**config.mk**
```make
export PLATFORM = sky130hd
export DESIGN_NAME = ultrasonido_scheduler
export DESIGN_NICKNAME = d
export VERILOG_FILES = /design/src/rtl/ultrasonido_scheduler.sv
export SDC_FILE = /design/constraint.sdc
export NUM_CORES = 1
export LEC_CHECK = 0
export CAP_MARGIN = 20
export CORE_MARGIN = 2
export CORE_UTILIZATION = 60
export CTS_BUF_LIST = sky130_fd_sc_hd__clkbuf_2
export DETAILED_ROUTE_END_ITERATION = 16
export PLACE_DENSITY = 0.84
export SYNTH_ARGS = -nofsm -noshare
export SYNTH_HDL_FRONTEND = slang
export SYNTH_SLANG_ARGS = --single-unit
```
**constraint.sdc**
```tcl
create_clock -name clk -period 3.25 [get_ports clk]
set_input_delay 0.325 -clock clk [delete_from_list [all_inputs] [get_ports clk]]
set_output_delay 0.325 -clock clk [all_outputs]
set_load 0.005 [all_outputs]
```
**src/rtl/ultrasonido_scheduler.sv**
```systemverilog
// ---------------------------------------------------------------------------
// ultrasonido_scheduler
//   Round-robin arbiter that shares a single ultrasonic ranging block among
//   N_REQ requesters. Only one measurement runs at a time. After each ping
//   the block enforces a quiet gap. A watchdog aborts a measurement whose
//   echo never arrives, and the ranging block then gets a one-cycle reset
//   pulse. Every result is returned tagged with the id of the requester
//   that was served.
// ---------------------------------------------------------------------------
module ultrasonido_scheduler #(
    parameter int N_REQ          = 2,
    parameter int GAP_CYCLES     = 6000000,
    parameter int TIMEOUT_CYCLES = 4000000,
    parameter int ID_W           = (N_REQ > 1) ? $clog2(N_REQ) : 1
) (
    input  logic             clk,
    input  logic             rst,
    input  logic             enable,
    input  logic [N_REQ-1:0] req,
    output logic             busy,
    output logic             rsp_valid,
    output logic [ID_W-1:0]  rsp_id,
    output logic [7:0]       rsp_dist,
    output logic             rsp_timeout,
    output logic             orden,
    output logic             sensor_rst,
    input  logic             done,
    input  logic [7:0]       d
);

    // The gap and the watchdog never run at the same time, so they share
    // one counter. The counter is sized for the longer of the two intervals.
    localparam int MAX_CYC = (GAP_CYCLES > TIMEOUT_CYCLES) ? GAP_CYCLES : TIMEOUT_CYCLES;
    localparam int CNT_W   = $clog2(MAX_CYC + 1);

    localparam logic [CNT_W-1:0] TIMEOUT_LAST = CNT_W'(TIMEOUT_CYCLES - 1);
    localparam logic [CNT_W-1:0] GAP_LAST     = CNT_W'(GAP_CYCLES - 1);
    localparam logic [ID_W-1:0]  LAST_IDX     = ID_W'(N_REQ - 1);

    typedef enum logic [2:0] {
        S_IDLE,
        S_ISSUE,
        S_WAIT_DONE,
        S_REPORT,
        S_GAP
    } state_t;

    state_t             state;
    state_t             state_next;

    logic [CNT_W-1:0]   cnt;
    logic [ID_W-1:0]    cur_id;
    logic [ID_W-1:0]    last_id;
    logic [N_REQ-1:0]   pending;
    logic [N_REQ-1:0]   clr_mask;
    logic               done_q;
    logic               done_edge;

    logic               grant_found;
    logic [ID_W-1:0]    grant_id;
    logic [ID_W-1:0]    scan_idx;

    // Control strobes from the FSM to the datapath registers.
    logic               load_grant;
    logic               cnt_clr;
    logic               cnt_inc;
    logic               cap_result;
    logic               cap_timeout;
    logic               clr_pend;

    // Only the rising edge of done marks a completed measurement.
    assign done_edge = done & ~done_q;

    // Round-robin search: the first pending id from last_id+1, wrapping modulo N_REQ.
    always_comb begin
        // NOTE: every variable written here gets a default value first.
        // Otherwise a path that skips an assignment infers a latch.
        grant_found = 1'b0;
        grant_id    = '0;
        scan_idx    = last_id;
        for (int k = 0; k < N_REQ; k++) begin
            if (scan_idx == LAST_IDX) begin
                scan_idx = '0;
            end else begin
                scan_idx = scan_idx + 1'b1;
            end
            if (!grant_found && pending[scan_idx]) begin
                grant_found = 1'b1;
                grant_id    = scan_idx;
            end
        end
    end

    // Mask that drops the pending bit of the requester being reported.
    always_comb begin
        clr_mask = '0;
        if (clr_pend) begin
            clr_mask[cur_id] = 1'b1;
        end
    end

    // FSM state register.
    always_ff @(posedge clk) begin
        // NOTE: sequential state uses non-blocking assignments so that every
        // register samples pre-edge values, whatever the statement order.
        if (rst) begin
            state <= S_IDLE;
        end else begin
            state <= state_next;
        end
    end

    // FSM next-state logic and per-state outputs/strobes.
    always_comb begin
        state_next  = state;
        busy        = 1'b0;
        orden       = 1'b0;
        rsp_valid   = 1'b0;
        load_grant  = 1'b0;
        cnt_clr     = 1'b0;
        cnt_inc     = 1'b0;
        cap_result  = 1'b0;
        cap_timeout = 1'b0;
        clr_pend    = 1'b0;

        unique case (state)
            S_IDLE: begin
                if (enable && grant_found) begin
                    load_grant = 1'b1;
                    state_next = S_ISSUE;
                end
            end

            S_ISSUE: begin
                busy       = 1'b1;
                orden      = 1'b1;
                cnt_clr    = 1'b1;
                state_next = S_WAIT_DONE;
            end

            S_WAIT_DONE: begin
                busy = 1'b1;
                // An echo in the expiry cycle still counts as a valid result.
                if (done_edge) begin
                    cap_result = 1'b1;
                    state_next = S_REPORT;
                end else if (cnt == TIMEOUT_LAST) begin
                    cap_timeout = 1'b1;
                    state_next  = S_REPORT;
                end else begin
                    cnt_inc = 1'b1;
                end
            end

            S_REPORT: begin
                busy       = 1'b1;
                rsp_valid  = 1'b1;
                clr_pend   = 1'b1;
                cnt_clr    = 1'b1;
                state_next = S_GAP;
            end

            S_GAP: begin
                if (cnt == GAP_LAST) begin
                    state_next = S_IDLE;
                end else begin
                    cnt_inc = 1'b1;
                end
            end

            default: begin
                state_next = S_IDLE;
            end
        endcase
    end

    // Request capture: set has priority over the clear from REPORT, so a
    // requester that is still asserting stays queued. done is delayed one
    // cycle for edge detection.
    always_ff @(posedge clk) begin
        if (rst) begin
            pending <= '0;
            done_q  <= 1'b0;
        end else begin
            pending <= (pending & ~clr_mask) | req;
            done_q  <= done;
        end
    end

    // Granted id and round-robin pointer, both updated when a grant is taken.
    always_ff @(posedge clk) begin
        if (rst) begin
            cur_id  <= '0;
            last_id <= LAST_IDX;
        end else if (load_grant) begin
            cur_id  <= grant_id;
            last_id <= grant_id;
        end
    end

    // Shared gap/watchdog counter. The FSM exits on an equality compare, so
    // the counter never wraps.
    always_ff @(posedge clk) begin
        if (rst) begin
            cnt <= '0;
        end else if (cnt_clr) begin
            cnt <= '0;
        end else if (cnt_inc) begin
            cnt <= cnt + 1'b1;
        end
    end

    // Result registers hold their value between rsp_valid pulses.
    // sensor_rst fires in the cycle after a timed-out report.
    always_ff @(posedge clk) begin
        if (rst) begin
            rsp_id      <= '0;
            rsp_dist    <= '0;
            rsp_timeout <= 1'b0;
            sensor_rst  <= 1'b0;
        end else begin
            sensor_rst <= rsp_valid & rsp_timeout;
            if (cap_result) begin
                rsp_id      <= cur_id;
                rsp_dist    <= d;
                rsp_timeout <= 1'b0;
            end else if (cap_timeout) begin
                rsp_id      <= cur_id;
                rsp_dist    <= 8'hFF;
                rsp_timeout <= 1'b1;
            end
        end
    end

endmodule

```
-- After elaboration in Yosys (flattened, before gate mapping)
Index checks and enable logic that the tools add are counted.
- multiplexer cells: 37
- add/subtract/negate cells: 3
- bitwise operators: 6
- reductions and logical operators: 11
- eq/ne operators: 9
- magnitude comparators: 4
- operator list (operator ; count):
    2-to-1 mux 1 bit ; 27
    adder 23 x 1 -> 23 bit (second input constant) ; 1
    == test 23 x 22 -> 1 bit (second input constant) ; 1
    == test 23 bit (second input constant) ; 1
    2-to-1 mux 8 bit ; 2
    one-hot mux 3 bit (5 select lines) ; 1
    2-to-1 mux 3 bit ; 4
    == test 3 x 2 -> 1 bit (second input constant) ; 2
    < comparator 1 x 2 -> 1 bit (second input constant) ; 3
    OR reduction 2 bit ; 3
    inequality test 2 bit (second input constant) ; 2
    == test 3 x 1 -> 1 bit (second input constant) ; 1
    == test 3 bit (second input constant) ; 1
    logical AND 1 bit ; 3
    logical NOT 3 bit ; 1
    inequality test 3 bit (second input constant) ; 1
    AND reduction 3 bit ; 1
    OR reduction 3 bit ; 1
    adder 1 bit (second input constant) ; 2
    bitwise AND 1 bit ; 2
    bitwise AND 2 bit ; 1
    2-to-1 mux 2 bit ; 1
    NOT 2 bit ; 1
    OR 2 bit ; 1
    other kinds (6) ; 6
- register bits after elaboration: 42
- output and inout bits: 14

-- Depth between registers and ports, before layout
- word-level depth: 11
- depth in mapped cells: 8

-- Least setup slack after synthesis
OpenSTA, ideal clock, no wires.
- kind: register -> register
- from: reg cnt[12]
- to: reg cnt[12]
- data arrival time: 2.078 ns
- path buffers: 2
- required time: 3.122 ns
- cell stages (with the launch flop): 9
- period minus slack after synthesis: 2.206 ns
- path slack: 1.044 ns
- path through: dfxtp_1 -> buf_6 -> or4b_1 -> or4_4 -> o21bai_4 -> buf_6 -> a21oi_2 -> xnor2_1 -> nor2_1
- longest elaborated chain between the ends: 4
- RTL lines (element ; line ; source):
    from (decl) ; 51 ; logic [CNT_W-1:0] cnt;
    from (signal assigned) ; 209 ; cnt <= cnt + 1'b1;
    parallel branches: the longest is 4 deep, another holds adder 23 x 1 -> 23 bit ; - ;
Parallel ways; which one is timed is not known.
A chain may end at the register's enable or synchronous reset.

-- Worst setup path in the final report
- from: reg cnt[12]
- to: reg cnt[20]
The elaborated chain is that of the path after synthesis.

==> summary.txt <==
Logic synthesis
  – Synth Area in Compound Gates: approximately 14%
  – Yosys top cell area share: 41.9%
  – Largest cells by area after synthesis: dfxtp_1, xnor2_1, nor2_1, nor3_1, a21oi_2
  – Post-Synth XOR/XNOR Area: 8.73%
  – Simple-gate area share of the yosys netlist: 29.9%
  – Synth Area per Inst: 8.53 µm²
  – Post-Syn Instances: roughly 240
  – Cell type with the highest aggregate area in the netlist: dfxtp_1
  – Synth Warn #: 0
  – Mux share of post-synthesis cell area: 0.499%
  – Synth Flop Type: dfxtp_1
  – Post-synth ARST share: 0%
  – Number of synthesized flops with an enable pin: 0
  – Sequential area share after synthesis: between 40% and 50%
  – Post-Syn Nets: 250
  – Largest family of logic cells by synthesized area: simple AND/OR/NAND/NOR gates
  – Yosys cell types: between 40 and 50
  – Synthesized area: 2010 µm²
  – Yosys reg bits: 42
  – Synth Area in Adders: 0.624%

Worst setup path
  – Reg-to-Reg Start: cnt[12]$_SDFFE_PP0P_
  – Reg-to-reg critical path endpoint: cnt[20]$_SDFFE_PP0P_
  – Worst Setup End Kind: flip-flop
  – CP arrival: 2990 ps
  – Reg2Reg Depth: 7
  – Critical Path Sink: cnt[20]$_SDFFE_PP0P_
  – Reg2reg setup slack: 590 ps
  – Critical Path RT: approximately 3600 ps
  – Setup crit start kind: flip-flop
  – Worst Path Max Fanout: 15
  – Crit Path Class: flip-flop to flip-flop
  – Critical path origin: cnt[12]$_SDFFE_PP0P_

Place
  – Detailed placement HPWL: 2980 µm
  – Place WS: 653 ps
  – Port buffer count: 27
  – Inst Count DP: 295
  – Routability cong.: 0.844

Final layout
  – Share of post-route cells with drive strength above 1: 10.8%
  – Area of the multi-input gates: 1080 µm²
  – Final Util: 74.1%
  – Finished Layout Cells: 303
  – Final #Nets: 273
  – Fill count: approximately 260
  – Reg area: 841 µm²
  – Ant diodes: 0
  – Syn-to-layout area delta: 15.5%

Timing
  – Skew final: 16.7 ps
  – Worst slew pin tran: 793 ps
  – Setup tns final: 0 ps
  – Period minus WS final: approximately 2700 ps
  – Max-slew violation count: 0
  – Final setup viols: 0
  – Fmax: 0.376 GHz
  – Worst rel slew slack: 46.7%
  – WHS: around 450 ps
  – Final period util: 81.8%
  – Final WS setup: around 600 ps
  – Fin. Hold Viols: 0
  – RSZ-0062 raised after global routing: false

Clock tree
  – Root buf cell: clkbuf_2
  – Clk_lat worst skew: 390 ps
  – Max Buffers Root-to-Sink: 2
  – CTS tree: yes
  – Setup Fix Bufs, Post-CTS: 0
  – Worst-path clk slew: 200 ps
  – Cts hold-fix bufs: 0
  – Clock Sinks: 42
  – CTS resizes: 0
  – CTS HTree Levels: 2
  – Num CTS Buffers: 5

Global route
  – Total GRT Usage: 24.2%
  – Congestion Overflow GR: 0
  – Global-route wire length before repair: 6830 µm
  – Via count of the first global-routing pass: 1471
  – Largest net degree at the start of global routing: 23
  – Initial antenna violation count: 0

Route
  – Drt pass-1 iters: 4
  – Vias: 1714
  – Vias per inst: 5.66
  – Final ANT Viol Nets: 0
  – Final wirelength: ~4200 µm
  – Drt wl/cell: 13.7 µm
  – DRC: 0
  – Initial drt markers: 98

Power
  – Peak supply drop: ~0.32 mV
  – Pwr Density: about 390 nW/µm²
  – Leakage power: around 0.76 nW

Floorplan
  – Die W: 61.8 µm
  – # IOs: 28
  – Die Ht: 61.8 µm
  – Die area: 3820 µm²
  – Initial core utilization: 64.1%
  – Core ar.: 3130 µm²
  – Row cnt: 20

Outcome
  – Status: complete, no violations

Min path
  – Hold Path Class: input pin to flip-flop
  – Hold Path Stages: 3

Job
  – Maxcap violations: 0
## cell families after synthesis
family / Yosys count
compound gates: 36
xor+xnor: 20
fa+ha+maj: 1
buf+inv: 16
flops: 42
mux: 1
simple gates: 119
## cell usage in the layout, fill, tap and decap left out, drive strengths merged, types with 2 or more instances in the layout
master,netlist,routed
a21boi,2,2
clkinv,0,2
clkdlybuf4s50,0,27
nor4bb,2,2
clkbuf,7,6
nand4,7,7
a211oi,5,5
a41o,2,2
a31oi,2,2
nand3,12,12
buf,7,3
o41ai,2,2
o21ai,3,3
xnor2,20,20
nor2b,4,4
a21oi,17,17
and4,2,2
nor3,24,24
nand2,17,17
nor2,38,38
inv,2,2
and3,3,3
or2,2,2
dfxtp,42,42
## synthesized netlist by cell type (2+ instances only)
library cell,count
inv_1,2
a31oi_1,2
xnor2_1,20
o41ai_1,2
clkbuf_1,7
nor4bb_1,2
and4_1,2
buf_2,3
o21ai_0,2
nor3_1,24
nor2b_1,4
dfxtp_1,42
nand3_1,12
nand4_1,7
or2_2,2
and3_1,3
a41o_1,2
a21oi_1,7
nand2_1,16
buf_6,2
a211oi_1,5
a21oi_2,10
nor2_1,38
## final cells by class
class / count / share of cell area (%)
multi-input cells: 177 / 46.7
flip-flops and latches: 42 / 36.3
repair buffers: 30 / 12.6
well taps: 44 / 2.38
clock buffers: 6 / 1.30
clock inverters: 2 / 0.378
inverters: 2 / 0.324
## stage by stage
step                      instance area [µm²]  power (mW)
after floorplan                          2010       0.640
after global placement                   2280       0.690
after detailed placement                 2280       0.692
after CTS                                2320       0.902
after global routing                     2320       0.940
final                                    2320       0.896
## report_power, final
part           leakage, nW  switching, mW  internal [mW]  total [mW]
Sequential           0.340         0.0189          0.532       0.551
Clock               0.0304          0.161         0.0530       0.214
Combinational        0.391         0.0653         0.0647       0.130
## worst max-delay path, cell delays in order (launching register included)
cell and delay (ps):
dfxtp_1 430, or4b_1 540, or4_4 470, o211ai_2 360
buf_4 310, nand2_2 150, nand4_1 160, mux2i_1 190
## layer usage
metal  wire [µm]  GRT usage [%]  up-vias
met5           0              0        -
li1            -              -      877
met3         246           6.63        6
met1        1930           32.1      775
met2        1940           38.2       56
met4          45           7.90        0
## sequential cells by signal, indices dropped and copies added, names as in the netlist
signal / cells
rsp_id: 1
pending: 2
last_id: 1
state: 3
cur_id: 1
sensor_rst: 1
rsp_dist: 8
done_q: 1
rsp_timeout: 1
cnt: 23
## worst min-delay path by stage
stage	start	endpoint	slack [ps]
after floorplan	req[1]	pending[1]$_SDFF_PP0_	440
after global placement	rsp_id$_SDFFE_PP0P_	rsp_id$_SDFFE_PP0P_	450
after detailed placement	rsp_id$_SDFFE_PP0P_	rsp_id$_SDFFE_PP0P_	470
after CTS	req[0]	pending[0]$_SDFF_PP0_	430
after global routing	req[0]	pending[0]$_SDFF_PP0_	430
final	req[0]	pending[0]$_SDFF_PP0_	450
No activity file was read; power rests on OpenSTA's default activity.
